===== config.mk =====
export PLATFORM = sky130hd
export DESIGN_NAME = hdlc_rx_deframer
export DESIGN_NICKNAME = d
export VERILOG_FILES = /design/src/rtl/hdlc_rx_deframer.sv
export SDC_FILE = /design/constraint.sdc
export NUM_CORES = 1
export LEC_CHECK = 0
export ABC_AREA = 1
export BUFFER_PORTS_ARGS = -buffer_cell sky130_fd_sc_hd__buf_2
export CORE_MARGIN = 2
export CORE_UTILIZATION = 55
export CTS_CLUSTER_DIAMETER = 100
export DETAILED_ROUTE_END_ITERATION = 10
export PLACE_DENSITY = 0.74
export SLEW_MARGIN = 20
export SYNTH_ARGS = -nofsm -noshare
export SYNTH_HDL_FRONTEND = slang
export SYNTH_SLANG_ARGS = --single-unit
export TNS_END_PERCENT = 30

===== constraint.sdc =====
create_clock -name RxClk -period 2.71 [get_ports RxClk]
set_input_delay 0.271 -clock RxClk [delete_from_list [all_inputs] [get_ports RxClk]]
set_output_delay 0.271 -clock RxClk [all_outputs]
set_load 0.02 [all_outputs]

===== src/rtl/hdlc_rx_deframer.sv =====
// hdlc_rx_deframer: receive-side HDLC deframer.
// Performs flag hunting, zero-bit removal and abort detection on the serial
// Rx stream and delivers de-stuffed octets with frame start/end/error marks.
//
// Ports:
//   RxClk        receive bit clock, all state on the rising edge
//   rst          asynchronous active-low reset
//   RxEN         bit-valid strobe, Rx is sampled only when high
//   Rx           serial receive bit, LSB first
//   RxData       assembled octet, valid with RxValid
//   RxValid      one-cycle pulse per delivered octet
//   RxSOF        pulses with RxValid of the first octet of a frame
//   RxEOF        pulse on the closing flag of a frame that delivered octets
//   RxFrameError pulse on non-octet end, short frame or overflow
//   AbortSignal  pulse on abort inside a frame
//   ZeroRemoved  pulse per discarded stuffed zero
module hdlc_rx_deframer #(
    parameter int unsigned MAX_BYTES = 128,
    parameter int unsigned MIN_BYTES = 4
) (
    input  logic       RxClk,
    input  logic       rst,
    input  logic       RxEN,
    input  logic       Rx,
    output logic [7:0] RxData,
    output logic       RxValid,
    output logic       RxSOF,
    output logic       RxEOF,
    output logic       RxFrameError,
    output logic       AbortSignal,
    output logic       ZeroRemoved
);

    localparam int unsigned ONES_W     = 3;
    localparam int unsigned DL_LEN     = 7;
    localparam int unsigned DL_CNT_W   = 3;
    localparam int unsigned BIT_CNT_W  = 3;
    localparam int unsigned BYTE_CNT_W = 8;
    localparam int unsigned OCTET_W    = 8;

    typedef enum logic [1:0] {
        ST_HUNT  = 2'd0,
        ST_OPEN  = 2'd1,
        ST_FRAME = 2'd2
    } state_t;

    state_t                  state_q,    state_d;
    logic [ONES_W-1:0]       ones_q,     ones_d;
    logic [DL_LEN-1:0]       dl_q,       dl_d;
    logic [DL_CNT_W-1:0]     dl_cnt_q,   dl_cnt_d;
    logic [OCTET_W-1:0]      shift_q,    shift_d;
    logic [BIT_CNT_W-1:0]    bit_cnt_q,  bit_cnt_d;
    logic [BYTE_CNT_W-1:0]   byte_cnt_q, byte_cnt_d;
    logic [OCTET_W-1:0]      data_q,     data_d;
    logic                    valid_q,    valid_d;
    logic                    sof_q,      sof_d;
    logic                    eof_q,      eof_d;
    logic                    err_q,      err_d;
    logic                    abort_q,    abort_d;
    logic                    zr_q,       zr_d;

    logic is_flag;
    logic is_stuff;
    logic is_abort;
    logic accept;
    logic pop;
    logic deliver;
    logic overflow;
    logic flush;

    // State and output registers.
    always_ff @(posedge RxClk or negedge rst) begin
        if (!rst) begin
            state_q    <= ST_HUNT;
            ones_q     <= '0;
            dl_q       <= '0;
            dl_cnt_q   <= '0;
            shift_q    <= '0;
            bit_cnt_q  <= '0;
            byte_cnt_q <= '0;
            data_q     <= '0;
            valid_q    <= 1'b0;
            sof_q      <= 1'b0;
            eof_q      <= 1'b0;
            err_q      <= 1'b0;
            abort_q    <= 1'b0;
            zr_q       <= 1'b0;
        end else begin
            state_q    <= state_d;
            ones_q     <= ones_d;
            dl_q       <= dl_d;
            dl_cnt_q   <= dl_cnt_d;
            shift_q    <= shift_d;
            bit_cnt_q  <= bit_cnt_d;
            byte_cnt_q <= byte_cnt_d;
            data_q     <= data_d;
            valid_q    <= valid_d;
            sof_q      <= sof_d;
            eof_q      <= eof_d;
            err_q      <= err_d;
            abort_q    <= abort_d;
            zr_q       <= zr_d;
        end
    end

    // Per-bit line decode, delay line, octet assembly and frame state.
    always_comb begin
        state_d    = state_q;
        ones_d     = ones_q;
        dl_d       = dl_q;
        dl_cnt_d   = dl_cnt_q;
        shift_d    = shift_q;
        bit_cnt_d  = bit_cnt_q;
        byte_cnt_d = byte_cnt_q;
        data_d     = data_q;
        valid_d    = 1'b0;
        sof_d      = 1'b0;
        eof_d      = 1'b0;
        err_d      = 1'b0;
        abort_d    = 1'b0;
        zr_d       = 1'b0;
        is_flag    = 1'b0;
        is_stuff   = 1'b0;
        is_abort   = 1'b0;
        accept     = 1'b0;
        pop        = 1'b0;
        deliver    = 1'b0;
        overflow   = 1'b0;
        flush      = 1'b0;

        if (RxEN) begin
            is_flag  = !Rx && (ones_q == ONES_W'(6));
            is_stuff = !Rx && (ones_q == ONES_W'(5));
            is_abort =  Rx && (ones_q == ONES_W'(6));

            if (Rx) begin
                ones_d = (ones_q == ONES_W'(7)) ? ones_q : ones_q + ONES_W'(1);
            end else begin
                ones_d = '0;
            end

            if (state_q == ST_HUNT) begin
                if (is_flag) begin
                    state_d = ST_OPEN;
                end
            end else begin
                // The abort bit itself is accepted so it can push out the
                // last bit of an octet that ended just before the abort.
                accept = !is_flag && !is_stuff;
                zr_d   = is_stuff;
                pop    = accept && (dl_cnt_q == DL_CNT_W'(DL_LEN));

                if (accept) begin
                    dl_d = {dl_q[DL_LEN-2:0], Rx};
                    if (!pop) begin
                        dl_cnt_d = dl_cnt_q + DL_CNT_W'(1);
                    end
                end

                if (pop) begin
                    shift_d = {dl_q[DL_LEN-1], shift_q[OCTET_W-1:1]};
                    if (bit_cnt_q == BIT_CNT_W'(7)) begin
                        bit_cnt_d = '0;
                        if (byte_cnt_q == BYTE_CNT_W'(MAX_BYTES)) begin
                            overflow = 1'b1;
                        end else begin
                            deliver    = 1'b1;
                            data_d     = {dl_q[DL_LEN-1], shift_q[OCTET_W-1:1]};
                            valid_d    = 1'b1;
                            sof_d      = (state_q == ST_OPEN);
                            byte_cnt_d = byte_cnt_q + BYTE_CNT_W'(1);
                            state_d    = ST_FRAME;
                        end
                    end else begin
                        bit_cnt_d = bit_cnt_q + BIT_CNT_W'(1);
                    end
                end

                if (overflow) begin
                    err_d   = 1'b1;
                    state_d = ST_HUNT;
                    flush   = 1'b1;
                end else if (is_flag) begin
                    // Closing flag doubles as the opening flag of the next frame.
                    if (state_q == ST_FRAME) begin
                        eof_d = 1'b1;
                        err_d = (bit_cnt_q != '0) ||
                                (byte_cnt_q < BYTE_CNT_W'(MIN_BYTES));
                    end
                    state_d = ST_OPEN;
                    flush   = 1'b1;
                end else if (is_abort) begin
                    // An octet completed on the abort bit still counts as in-frame.
                    abort_d = (state_q == ST_FRAME) || deliver;
                    state_d = ST_HUNT;
                    flush   = 1'b1;
                end
            end
        end

        if (flush) begin
            dl_cnt_d   = '0;
            bit_cnt_d  = '0;
            byte_cnt_d = '0;
        end
    end

    assign RxData       = data_q;
    assign RxValid      = valid_q;
    assign RxSOF        = sof_q;
    assign RxEOF        = eof_q;
    assign RxFrameError = err_q;
    assign AbortSignal  = abort_q;
    assign ZeroRemoved  = zr_q;

endmodule


**After elaboration in Yosys (flattened, before gate mapping)**

Cells that the tools add are included.

- Add/sub/neg operators: 4
- Magnitude comparators: 1
- Equality and inequality tests: 14
- Muxes and demuxes: 65
- Bitwise operators: 2
- Reduce and logical (&&, ||, !) cells: 26

Operators by type and width:

| operator | count |
|---|---|
| $mux W8 | 6 |
| $mux W1 | 39 |
| $mux W3 | 12 |
| $mux W2 | 8 |
| $eq A3 B3 Y1 const B | 5 |
| $reduce_and A5 Y1 | 3 |
| $ne A2 B2 Y1 const B | 5 |
| $add A3 B1 Y3 const B | 3 |
| $reduce_and A3 Y1 | 3 |
| $add A8 B1 Y8 const B | 1 |
| $eq A8 B8 Y1 const B | 1 |
| $lt A8 B3 Y1 const B | 1 |
| $reduce_bool A2 Y1 | 4 |
| $reduce_bool A4 Y1 | 2 |
| $logic_and A1 B1 Y1 | 5 |
| $ne A4 B3 Y1 const B | 1 |
| $reduce_and A4 Y1 | 1 |
| $logic_not A1 Y1 | 3 |
| $reduce_bool A3 Y1 | 1 |
| $eq A2 B1 Y1 const B | 1 |
| $eq A2 B2 Y1 const B | 1 |
| $logic_not A2 Y1 | 1 |
| $logic_or A1 B1 Y1 | 2 |
| $not A1 Y1 | 2 |
| $reduce_and A2 Y1 | 1 |

- Flip-flop bits (word level): 48
- Output and inout port bits: 14
- Word-level logic and storage cells: 126

**Logic depth before layout (Yosys ltp)**

Gate-level depths: netlist (run 1).

- Depth in word-level cells: 14
- Depth in mapped cells: 10
- Depth with buffers taken out: 10

**Worst setup path after synthesis (run 1)**

No wires, ideal clock.

- Path kind: register to register
- Start point: reg ones_q[0]
- End point: reg byte_cnt_q[4]
- Arrival: 1.475 ns
- Path slack: 1.117 ns
- Cell stages (with the launch flop): 11
- Path buffers: 2
- Period minus slack after synthesis: 1.593 ns
- Path through: dfrtp_1 > inv_1 > ha_1 > o21ai_2 > nand2_4 > nor2_4 > nand2_2 > buf_6 > buf_6 > nand3_1 > nand2_1

- Cells in the longest elaborated chain, start to end: 13
- Elaborated cells between the ends (all ways): 24

Ends and longest elaborated chain:

| element | line | source |
|---|---|---|
| start: declaration | 48 | `logic [ONES_W-1:0] ones_q, ones_d;` |
| start signal: assignment | 90 | `ones_q <= ones_d;` |
| $eq A3 B3 Y1, on equally long branches | 132, 134, 133 |  |
| $logic_and A1 B1 Y1, on equally long branches | 132, 133 |  |
| $logic_not A1 Y1 | 149 | `accept = !is_flag && !is_stuff;` |
| $logic_and A1 B1 Y1 | 149 |  |
| $logic_and A1 B1 Y1 | 151 | `pop = accept && (dl_cnt_q == DL_CNT_W'(DL_LEN));` |
| $mux W1 | 160 | `if (pop) begin` |
| $mux W1 | 142 | `if (state_q == ST_HUNT) begin` |
| $mux W1 | 131 | `if (RxEN) begin` |
| $mux W1 | 179 | `if (overflow) begin` |
| $mux W1 | 142 |  |
| $mux W1 | 131 |  |
| $ne A2 B2 Y1 (no line) / $reduce_bool A2 Y1 (equally long branches) | n/a |  |
| $reduce_and A5 Y1 (no line) | n/a |  |
| end signal: assignment | 95 | `byte_cnt_q <= byte_cnt_d;` |
| end: declaration | 53 | `logic [BYTE_CNT_W-1:0] byte_cnt_q, byte_cnt_d;` |

Parallel ways exist; a longest one is shown, timed or not. The select of a mux whose other input is x is not followed.
A chain may end at the register's enable or synchronous reset.

**Worst setup path in the final report (run 1)**

- Start point: reg ones_q[0]
- End point: reg byte_cnt_q[3]

Same word-level chain as after synthesis.

==> results.txt, run 1 <==
The vertical die dimension was 69.3 µm; the post-synthesis to final-layout area growth was 9.44%. Sequential cells were found to cover 50.2% of the synthesized design area. For the pin with the worst max-slew slack, the measured transition is 0.577 ns.

The worst hold path belongs to the class in2async. STA classifies the critical path endpoint as a register. For the total of fill cells in the finished design, the log shows 350.

The maximum fanout along the worst path works out to 20. In the routed design, unresolved DRC markers number 0. The switching part of the total power is 28.1%, and the power share of the clock group is 30.4%. The slowest cell on the critical path was dfrtp_1. Total via count after detailed routing: 1,779. The port buffer count was 17.

For the worst-skew pair, the clock arrives at the later sink with an insertion delay of 0.30 ns. The number of hold buffers added after CTS was 0. The number of placed I/O pins is 18, and the number of pins exceeding their max-slew limit in the final report is 0. The final reports fail on hold timing.

Number of flip-flops and latches in the synthesized netlist: 47. By area the synthesized netlist is led by dfrtp_1 (50%), nand2_1 (13%), inv_1 (6.7%). Setup violation total in the final timing report: 0. The flow ran to the end, but the final reports show violations. The run gives 0 as the number of setup buffers added after CTS.

In this design, the stage delay of the slowest critical-path cell is 0.38 ns. A synthesized cell averages 8.31 µm². The synthesized design devotes to its leading area cell type 50.2% of total area. The max-capacitance violation count is 0, and the setup TNS after final layout is 0 ns. For the portion of total power attributed to sequential cells, the log shows 53.4%.

The cell type contributing the most total cell area after synthesis was dfrtp_1. During synthesis, Yosys emitted a total of 0 warnings. Counting every sink on the clock net gives 47. For the worst setup path, the data required time is 2.90 ns. Count of unique library cells instantiated by Yosys: 25. The critical path start-end classification is reg2reg. The number of standard-cell rows in the floorplan was 23; the total power draw was 1.63 mW. The final weighted congestion in routability-driven placement came out at 0.789. After detailed routing, the number of vias per cell comes to 5.05.

Entering global routing, the biggest net connects 48 pins. The most common flop cell mapped by yosys was dfrtp_1. The die outline width was 69.3 µm. The number of global-route vias before repair came out at 1,747. For this block, the initial DRC count from the detailed router was 152. After detailed routing, the average wire length per cell comes to 11.8 µm. Clock tree synthesis selected as its root buffer the cell clkbuf_8. In this run the power density over the cells is 634 nW/µm².

TritonCTS built the clock tree. Counting both buffers and inverters, the worst setup path holds a total of 2. The internal portion of total power came out at 1.17 mW. In this run, CTS created clock tree buffers numbering 5. After synthesis the cells add up to 2340 µm². The run gives 16.2% as the share of power burned in combinational logic. In this run, synthesis inferred 0 flip-flops with an integrated enable.

For the hold slack, the log shows -0.0463 ns. The time the worst path needs with I/O delays and setup is 2.08 ns, and the share of the clock period used by the worst path is 76.8%. The reported net switching power is 0.458 mW.

Setup repair after global routing left no endpoint under its margin. The logs give 57.8% for the initial core utilization and 4800 µm² for the die footprint. The logs give 2460 µm² for the instance area at placement and 0.00987 ns for the largest clock skew in the final design. The logs give 1.41 nW for the static leakage power and 0 for the number of antenna repair diodes. The post-layout instance area was 2570 µm²; the number of antenna violations at the first check in global routing was 0. The area inside the core boundary is 4060 µm², and the overall overflow remaining after global route is 0. The detail route stage leaves a number of antenna-violating nets equal to 0.

Summed over all layers, the routed wires come to 4.17 mm. Measured against its own limit, the worst slew margin works out to 61.6%. VDD sags by at most 0.000577 V.

STA classifies the critical path startpoint as a register. The H-tree depth was 2; the global-route usage over all layers was 19.0%. The run gives 2 as the maximum buffer depth of the clock tree.

The first global-routing pass estimated 7.46 mm of wire. Synthesis produced a netlist whose cell count is 282. Counting flops with an async set or reset pin after synthesis yields a share of 100%.

The critical path goes through inv_1 > ha_1 > o21ai_2 > nand2_4 > nor2_4 > nand2_2 > inv_1 > nand2_1 > nand2_1 > nor2_1. The first detailed-routing pass took 4 iterations. Grouping stages by cell kind, the critical path spends the most delay in simple AND/OR/NAND/NOR gates. For the number of hold-slack violations in the final timing report, the log shows 47. The arrival time of data at the critical path endpoint was 2.27 ns; the count of instances resized after the clock tree is built was 0.

The number of nets in the synthesized netlist is 297. Clock-pin slew was measured on the worst setup and hold paths at 0.09 ns. Of the cells placed in the final design, the portion with a size suffix greater than 1 is 12.9%. Once detailed placement completed, the half-perimeter wirelength came to 2.93 mm. The achievable frequency was 481 MHz. Cells fill 63.2% of the core in the end. At the end of the flow, the number of nets in the layout was 317.
[flip-flops by register name, indices dropped and copies added, names as in the netlist]
name          cells
RxEOF             1
dl_q              7
RxData            8
ones_q            3
dl_cnt_q          3
RxFrameError      1
RxSOF             1
shift_q           7
ZeroRemoved       1
RxValid           1
byte_cnt_q        8
bit_cnt_q         3
AbortSignal       1
state_q           2
[layout make-up]
class	count	area [µm²]	area share (%)
sequential	47	1180	45.8
tap	50	62.6	2.44
inverter	44	165	6.44
clock buffer	5	68.8	2.68
timing repair buffer	17	87.6	3.41
clock inverter	2	37.5	1.46
multi-input combinational	187	968	37.7
[logic make-up (layout without fill, tap and decap cells)]
kind of cell | count (synthesis) | after routing | share of synthesized area, %
and+or+nand+nor | 142 | 142 | 26.7
DFF | 47 | 47 | 50.2
adders and majority gates | 11 | 11 | 5.87
xor gates and xnor gates | 2 | 2 | 0.747
buffers and inverters | 48 | 68 | 8.54
AOI/OAI and AO/OA | 32 | 32 | 7.95
[metal layers]
| metal | global-route usage [%] | part of all wire (%) | vias up | routed length (µm) |
|---|---|---|---|---|
| met5 | 0 | 0 | - | 0 |
| met4 | 6.75 | 1.4 | 0 | 57 |
| met3 | 3.05 | 2.9 | 6 | 119 |
| met2 | 31.0 | 47 | 26 | 1960 |
| met1 | 25.6 | 49 | 819 | 2030 |
| li1 | - | - | 928 | - |
[cells in the final DEF (no fill, tap or decap), types with 4 or more instances in the layout]
cell	netlist	final
ha_1	11	11
buf_2	1	16
clkbuf_8	0	5
inv_1	42	42
nor2_1	21	21
nand2_1	82	82
a21oi_1	4	4
nand3_1	21	21
o21ai_0	19	19
o21ai_2	6	6
nand4_1	9	9
dfrtp_1	47	47
[stage by stage]
step	setup slack (ns)	hold WS (ns)	std cells
global placement	0.701	0.462	345
finish	0.630	-0.0463	352
CTS	0.624	0.177	352
global route	0.422	0.0298	352
detailed placement	0.626	0.464	345
floorplan	1.12	-0.0246	282
[cells in the mapped netlist (all sizes together), types with 2 or more instances]
library cell / count
a21oi: 4
buf: 4
dfrtp: 47
ha: 11
inv: 43
nand2: 84
nand3: 22
nand4: 9
nor2: 26
o21ai: 26
xor2: 2
[power by group through the flow]
stage	clock (mW)	sequential (mW)	combinational (mW)
2_1_floorplan	0	0.866	0.206
3_3_place_gp	0	0.880	0.258
3_5_place_dp	0	0.882	0.265
4_1_cts	0.506	0.869	0.267
5_1_grt	0.537	0.881	0.313
6_report	0.495	0.869	0.263
[worst paths after layout]
kind / start / to / slack, ns / depth (start not counted)
max: ones_q[0]$_DFFE_PN0P_ / byte_cnt_q[3]$_DFFE_PN0P_ / 0.63 / 10
min: rst / AbortSignal$_DFF_PN0_ / -0.05 / 1
max reg2reg: ones_q[0]$_DFFE_PN0P_ / byte_cnt_q[3]$_DFFE_PN0P_ / 0.63 / 10
min reg2reg: RxData[4]$_DFFE_PN0P_ / RxData[4]$_DFFE_PN0P_ / 0.48 / 2
max in group asynchronous: rst / dl_q[0]$_DFFE_PN0P_ / 2.34 / 1
min in group RxClk: RxEN / RxSOF$_DFF_PN0_ / 0.25 / 3
(Power assumes the default switching activity.)
==> run 2, diff against run 1 <==
--- a/config.mk
+++ b/config.mk
@@ -8,10 +8,10 @@
 export ABC_AREA = 1
 export BUFFER_PORTS_ARGS = -buffer_cell sky130_fd_sc_hd__buf_2
 export CORE_MARGIN = 2
-export CORE_UTILIZATION = 55
+export CORE_UTILIZATION = 53
 export CTS_CLUSTER_DIAMETER = 100
 export DETAILED_ROUTE_END_ITERATION = 10
-export PLACE_DENSITY = 0.74
+export PLACE_DENSITY = 0.75
 export SLEW_MARGIN = 20
 export SYNTH_ARGS = -nofsm -noshare
 export SYNTH_HDL_FRONTEND = slang
==> constraint.sdc (replaced) <==
create_clock -name RxClk -period 1.7 [get_ports RxClk]
set_input_delay 0.17 -clock RxClk [delete_from_list [all_inputs] [get_ports RxClk]]
set_output_delay 0.17 -clock RxClk [all_outputs]
set_load 0.02 [all_outputs]
==> run 2 against run 1 <==
Net effect:
- the flow now finishes without violations
- worst setup slack lost 0.55 ns
- first-iteration DRC count shrank 0.66%
- sequential cell count is the same
- clock power grew 57%
- critical path depth shrank 4
- count of clock-buffer cells in the layout grew 1
- power grew 62%
- cell area grew 5.3%
- maximum frequency grew 28%
- largest cell class unchanged
- worst hold slack gained 0.18 ns
- largest power group unchanged
- clock skew shrank 0.0036 ns
==> results.txt, run 2 (same netlist as run 1, synthesis figures left out) <==
The largest voltage drop on the vdd net was 0.000825 V (was 0.000577 V); the number of pins exceeding their max-slew limit in the final report was 0 (unchanged). The die outline width came out at 70.5 µm (was 69.3 µm). The tools report the achievable frequency as 617 MHz (was 481 MHz). The max-capacitance violation count came out at 0 (unchanged). The number of global-route vias before repair was 1,756 (was 1,747). The hold-critical path depth works out to 3. The pin count of the biggest net entering global routing was 27 (was 48). The number of placed I/O pins came out at 18 (unchanged). The global-route usage over all layers came out at 19.6% (was 19.0%). The power density relative to cell area was 972 nW/µm² (was 634 nW/µm²); the post-layout utilization of the core was 62.9% (was 63.2%).

The routed length per placed instance is 11.6 µm (was 11.8 µm), and the largest clock skew in the final design is 0.00630 ns (was 0.00987 ns). The vias per cell works out to 5.01 (was 5.05). The final weighted congestion in routability-driven placement was 0.861 (was 0.789); the maximum buffer depth of the clock tree was 2 (unchanged). The cell depth of the worst flop-to-flop path was 6 (was 10); the number of standard-cell rows in the floorplan was 24 (was 23). The number of placed instances, taps included was 357 (was 345).

The tools report the die footprint as 4970 µm² (was 4800 µm²). The run gives 331 (was 317) as the number of nets in the final layout. The TritonCTS buffer count was 5 (unchanged); the number of search-and-repair iterations in the first detailed-routing pass was 4 (unchanged). The fraction of layout cells with a size suffix above 1 works out to 18.4% (was 12.9%). The category of the worst setup path launch point is a register (unchanged). For the H-tree depth, the log shows 2 (unchanged). The antenna violation net count after detailed routing is 0 (unchanged). The share of the clock period used by the worst path was 95.3% (was 76.8%). The switching part of the total power is 27.9% (was 28.1%). CTS root buffer: clkbuf_8 (unchanged). The residual DRC count was 0 (unchanged). The vertical die dimension is 70.5 µm (was 69.3 µm), and the setup slack after placement is 0.0419 ns (was 0.626 ns). The worst setup slack after layout came out at 0.0796 ns (was 0.630 ns).

The internal portion of total power is 1.89 mW (was 1.17 mW). For the TritonCTS sink count, the log shows 47 (unchanged). The clock insertion delay at the later pin of the skew report was 0.29 ns (was 0.30 ns); the number of antenna repair diodes was 0 (unchanged). The total wire length was 4.28 mm (was 4.17 mm); the power share of the clock group was 29.5% (was 30.4%). The arrival time of data at the critical path endpoint was 1.83 ns (was 2.27 ns); the HPWL reported at the end of detailed placement was 3.19 mm (was 2.93 mm). The type of the tightest min-delay check is in2reg (was in2async). For the final instance count without filler cells, the log shows 368 (was 352). The port buffer count came out at 17 (unchanged). TritonCTS built the clock tree. The portion of total power attributed to sequential cells is 52.5% (was 53.4%).

For the hold slack, the log shows 0.137 ns (was -0.0463 ns). The maximum fanout along the worst path was 6 (was 20). The number of hold-slack violations in the final timing report is 0 (was 47). Most frequent cells in the layout: nand2_1 (80), dfrtp_1 (47), inv_1 (40) (was nand2_1 (82), dfrtp_1 (47), inv_1 (42)).

The required time of the critical path was 1.90 ns (was 2.90 ns). The number of DRC markers after the initial detailed-route iteration is 151 (was 152). The area inside the core boundary is 4290 µm² (was 4060 µm²), and the total of fill cells in the finished design is 363 (was 350). The share of power burned in combinational logic is 17.9% (was 16.2%). The category of the worst setup path capture point was a register (unchanged). Overall overflow remaining after global route: 0 (unchanged). The first-pass GRT wire length is 7.65 mm (was 7.46 mm), and the initial core utilization is 54.6% (was 57.8%). The critical path start-end classification was reg2reg (unchanged). The setup TNS after final layout came out at 0 ns (unchanged). The logs give 0 (unchanged) for the number of antenna violations at the first check in global routing and 1.48 nW (was 1.41 nW) for the static leakage power.

Clock transition at the registers of the reported paths: 0.08 ns (was 0.09 ns). The run finished with clean final reports. The run gives 65.0% (was 61.6%) as the relative max-transition margin.

The setup violation total in the final timing report is 0 (unchanged). The time the worst path needs with I/O delays and setup is 1.62 ns (was 2.08 ns). The post-synthesis to final-layout area growth was 15.3% (was 9.44%).

The reported net switching power was 0.733 mW (was 0.458 mW). The slew at the pin closest to its max-slew limit is 0.525 ns (was 0.577 ns). The commonest non-fill, non-tap cell in the layout is nand2_1 (unchanged). For the total via count after detailed routing, the log shows 1,845 (was 1,779).
[run 2: cell types whose count changed in the layout (fill, tap and decap cells not counted), sizes merged]
cell	previous run	this run
clkbuf	5	6
dlygate4sd3	0	1
buf	17	30
clkinvlp	1	0
[run 2: path summary, 6_finish.rpt]
check | end | slack [ns] | startpoint
max | ones_q[0]$_DFFE_PN0P_ | 0.08 | ones_q[0]$_DFFE_PN0P_
min | RxSOF$_DFF_PN0_ | 0.14 | RxEN
max reg2reg | ones_q[0]$_DFFE_PN0P_ | 0.08 | ones_q[0]$_DFFE_PN0P_
min reg2reg | dl_q[4]$_DFFE_PN0P_ | 0.48 | dl_q[3]$_DFFE_PN0P_
max in group asynchronous | shift_q[5]$_DFFE_PN0P_ | 0.81 | rst
min in group asynchronous | RxSOF$_DFF_PN0_ | 0.38 | rst
[run 2: final cells by class]
cell class                 instances  area, µm²  share of cell area (%)
clock inverter                     1       30.0                    1.11
sequential                        47       1180                    43.5
inverter                          44        165                    6.11
tap                               52       65.1                    2.41
timing repair buffer              31        213                    7.87
clock buffer                       6       72.6                    2.69
multi-input combinational        187        981                    36.3
[run 2: layer usage]
metal	share of wire (%)	global-route usage [%]
met5	0	0
met3	3.1	4.33
met2	49	31.3
met1	46	26.0
met4	2.0	7.69
[run 2: critical path: stages (launching register included)]
cell and delay [ns]:
dfrtp_1 0.40, buf_4 0.14, ha_1 0.19, ha_1 0.17, a21oi_1 0.36, nand3_1 0.16
o21ai_0 0.12
[run 2: power by group through the flow]
| stage | Clock, mW | Sequential (mW) | Combinational (mW) |
|---|---|---|---|
| floorplan | 0 | 1.38 | 0.328 |
| global placement | 0 | 1.40 | 0.431 |
| detailed placement | 0 | 1.40 | 0.459 |
| CTS | 0.797 | 1.38 | 0.463 |
| global route | 0.843 | 1.40 | 0.549 |
| finish | 0.776 | 1.38 | 0.471 |
[run 2: stage by stage]
step	area [µm²]	power, mW
after global placement	2550	1.83
after CTS	2660	2.64
after detailed placement	2550	1.86
after global routing	2700	2.80
final	2700	2.63
after floorplan	2340	1.71
[run 2: repair_timing]
action                                  4_1_cts  5_1_grt
endpoints found under the setup margin        1       31
gates cloned                                  0        0
hold buffers                                  1        0
pin swaps                                     0        3
setup buffers                                 0        3
resized for setup                             1        9
hold endpoints to repair                     21        0
==> run 3, diff against run 2 <==
--- a/config.mk
+++ b/config.mk
@@ -7,11 +7,12 @@
 export LEC_CHECK = 0
 export ABC_AREA = 1
 export BUFFER_PORTS_ARGS = -buffer_cell sky130_fd_sc_hd__buf_2
-export CORE_MARGIN = 2
+export CORE_MARGIN = 10
 export CORE_UTILIZATION = 53
 export CTS_CLUSTER_DIAMETER = 100
 export DETAILED_ROUTE_END_ITERATION = 10
 export PLACE_DENSITY = 0.75
+export RECOVER_POWER = 50
 export SLEW_MARGIN = 20
 export SYNTH_ARGS = -nofsm -noshare
 export SYNTH_HDL_FRONTEND = slang
==> run 3 against run 2 <==
Net effect:
- register-to-register slack improved by 0.05 ns
- clock power decreased by 9.9%
- maximum frequency increased by 3.1%
- sequential power about the same
- die area increased by 51%
- via count decreased by 0.76%
- count of clock-buffer cells in the layout increased by 1
- clock skew increased by 0.0043 ns
- power decreased by 3.4%
==> results.txt, run 3 (same netlist as run 1, synthesis figures left out) <==
Kind of cell adding the most delay to the critical path: flip-flops (was compound AO/OA/AOI/OAI gates). For the post-layout instance area, the log shows 2720 µm² (was 2700 µm²). The flow ran to the end, and the final reports show no timing, DRC or antenna violations.

The endpoint of the worst register-to-register path was RxData[1]$_DFFE_PN0P_ (was ones_q[0]$_DFFE_PN0P_). The static leakage power was 1.48 nW (about the same); the fraction of layout cells with a size suffix above 1 was 18.0% (was 18.4%). The pin count of the biggest net entering global routing was 48 (was 27). The number of antenna repair diodes is 0 (unchanged), and the hold-critical path depth is 3 (unchanged). Required time of the critical path: 1.89 ns (was 1.90 ns).

The slowest cell on the critical path was dfrtp_1 (unchanged). The run gives -0.0767 ns (was 0.0419 ns) as the setup slack after placement. The post-synthesis to final-layout area growth is 16.2% (was 15.3%).

The die outline width is 86.5 µm (was 70.5 µm), and the largest clock skew in the final design is 0.0106 ns (was 0.00630 ns). The sum of buffers and inverters on the critical path was 2 (was 1); the global-route usage over all layers was 11.9% (was 19.6%). The port buffer count came out at 17 (unchanged).

For the number of placed instances, taps included, the log shows 362 (was 357). The number of antenna violations at the first check in global routing was 0 (unchanged); the vias per cell was 4.90 (was 5.01). The number of search-and-repair iterations in the first detailed-routing pass came out at 4 (unchanged). The CTS root buffer was clkbuf_8 (unchanged). Arrival time of data at the critical path endpoint: 1.76 ns (was 1.83 ns). The final weighted congestion in routability-driven placement is 0.816 (was 0.861), and the delay of the slowest cell on the worst path is 0.37 ns (was 0.40 ns). The logs give 24 (unchanged) for the number of standard-cell rows in the floorplan and 636 MHz (was 617 MHz) for the achievable frequency. The beginning of the worst hold path is RxEN (unchanged).

The run gives 3.18 mm (was 3.19 mm) as the HPWL reported at the end of detailed placement. The number of pins exceeding their max-slew limit in the final report was 0 (unchanged); the share of the clock period used by the worst path was 92.5% (was 95.3%). The clock insertion delay at the later pin of the skew report was 0.30 ns (was 0.29 ns). The run gives 63.0% (was 62.9%) as the post-layout utilization of the core. The run gives 7480 µm² (was 4970 µm²) as the die footprint. The run gives 0 (unchanged) as the residual DRC count. The number of global-route vias before repair is 1,694 (was 1,756). Number of nets in the final layout: 336 (was 331). The instance area at placement was 2570 µm² (was 2550 µm²); the slew at the pin closest to its max-slew limit was 1.12 ns (was 0.525 ns). The worst setup slack after layout was 0.128 ns (was 0.0796 ns); the routed length per placed instance was 11.5 µm (was 11.6 µm). The type of the tightest min-delay check is in2reg (unchanged). The cell depth of the worst flop-to-flop path was 9 (was 6). The area inside the core boundary came out at 4320 µm² (was 4290 µm²).

The category of the worst setup path capture point was a register (unchanged). The overall overflow remaining after global route came out at 0 (unchanged). The total via count after detailed routing was 1,831 (was 1,845). The commonest non-fill, non-tap cell in the layout is nand2_1 (unchanged). Setup repair after global routing could not meet its margin everywhere.

The final instance count without filler cells came out at 374 (was 368). The clock transition at the registers of the reported paths works out to 0.09 ns (was 0.08 ns). The relative max-transition margin was 25.1% (was 65.0%); the vertical die dimension was 86.5 µm (was 70.5 µm). Number of hold-slack violations in the final timing report: 0 (unchanged).

The setup violation total in the final timing report is 0 (unchanged). The initial core utilization was 54.2% (was 54.6%). The largest voltage drop on the vdd net came out at 0.000746 V (was 0.000825 V). Number of DRC markers after the initial detailed-route iteration: 144 (was 151).

TritonCTS built the clock tree. The logic depth of the worst path, buffers included is 9 (was 6). The maximum fanout along the worst path was 14 (was 6).

The power density relative to cell area is 932 nW/µm² (was 972 nW/µm²). The H-tree depth is 2 (unchanged). The category of the worst setup path launch point is a register (unchanged). The flop-to-flop setup slack is 0.13 ns (was 0.08 ns), and the number of placed I/O pins is 18 (unchanged).

The run gives 4.30 mm (was 4.28 mm) as the total wire length. The max-capacitance violation count came out at 0 (unchanged). The time the worst path needs with I/O delays and setup came out at 1.57 ns (was 1.62 ns). The maximum buffer depth of the clock tree was 2 (unchanged); the hold slack was 0.145 ns (was 0.137 ns).

The tools report the endpoint of the worst hold path as RxSOF$_DFF_PN0_ (unchanged). Chain of cells forming the critical path: inv_1 > ha_2 > o21ai_4 > nand2_4 > nor2_4 > nand2_2 > buf_4 > nand2_1 > o21ai_0 (was buf_4 > ha_1 > ha_1 > a21oi_1 > nand3_1 > o21ai_0). Most frequent cells in the layout: nand2_1 (81), dfrtp_1 (47), inv_1 (40) (was nand2_1 (80), dfrtp_1 (47), inv_1 (40)).

The tools report the antenna violation net count after detailed routing as 0 (unchanged). The critical path start-end classification was reg2reg (unchanged). The run gives 5 (unchanged) as the TritonCTS buffer count. First-pass GRT wire length: 7.38 mm (was 7.65 mm).

The tools report the launching point of the worst reg2reg path as ones_q[0]$_DFFE_PN0P_ (unchanged). The TritonCTS sink count was 47 (unchanged).
-- run 3: changes by cell type in the layout (fill, tap and decap cells not counted), moves of 2 or more --
cell      delta
clkbuf_1     +4
nor2_1       +2
buf_2        -4
buf_4        +4
nor2_2       -2
-- run 3: area by class of cell --
type | instances | area, µm²
inverter | 44 | 165
clock inverter | 1 | 8.76
clock buffer | 7 | 86.3
fill | 384 | 1600
sequential | 47 | 1180
multi-input combinational | 188 | 991
timing repair buffer | 35 | 231
tap | 52 | 65.1
-- run 3: repair_timing --
item / 4_1_cts / 5_1_grt
hold buffers: 1 / 0
setup endpoints to repair: 6 / 31
hold endpoints to repair: 47 / 0
setup buffers: 0 / 2
cloned: 0 / 1
resized for setup: 2 / 7
pin swaps: 0 / 2
-- run 3: stage by stage --
| stage | total power, mW | TNS [ns] |
|---|---|---|
| finish | 2.54 | 0 |
| global route | 2.71 | -0.0163 |
| CTS | 2.56 | 0 |
| detailed placement | 1.86 | -0.418 |
| global placement | 1.84 | 0 |
| floorplan | 1.71 | 0 |
-- run 3: power by group --
part           internal [mW]  switching [mW]
clock network          0.333           0.365
registers               1.28          0.0985
logic                  0.183           0.277
-- run 3: worst max path at each step --
stage | start | to
2_1_floorplan | ones_q[0]$_DFFE_PN0P_ | byte_cnt_q[4]$_DFFE_PN0P_
3_3_place_gp | ones_q[0]$_DFFE_PN0P_ | byte_cnt_q[0]$_DFFE_PN0P_
3_5_place_dp | ones_q[0]$_DFFE_PN0P_ | byte_cnt_q[2]$_DFFE_PN0P_
4_1_cts | ones_q[0]$_DFFE_PN0P_ | byte_cnt_q[2]$_DFFE_PN0P_
5_1_grt | ones_q[0]$_DFFE_PN0P_ | byte_cnt_q[3]$_DFFE_PN0P_
6_report | ones_q[0]$_DFFE_PN0P_ | RxData[1]$_DFFE_PN0P_
-- run 3: metal layers --
metal | share of wire, % | track usage, % | vias up | wire (µm)
met5 | 0 | 0 | - | 0
met4 | 1.5 | 5.74 | 0 | 66
met3 | 2.7 | 2.35 | 5 | 117
met2 | 47 | 19.6 | 15 | 2030
met1 | 49 | 14.6 | 843 | 2090
li1 | - | - | 968 | -
-- run 3: worst register-to-register path: stages (launching register included) --
cell     delay (ns)
dfrtp_1        0.37
inv_1          0.07
ha_2           0.22
o21ai_4        0.18
nand2_4        0.07
nor2_4         0.14
nand2_2        0.09
buf_4          0.20
nand2_1        0.06
o21ai_0        0.07
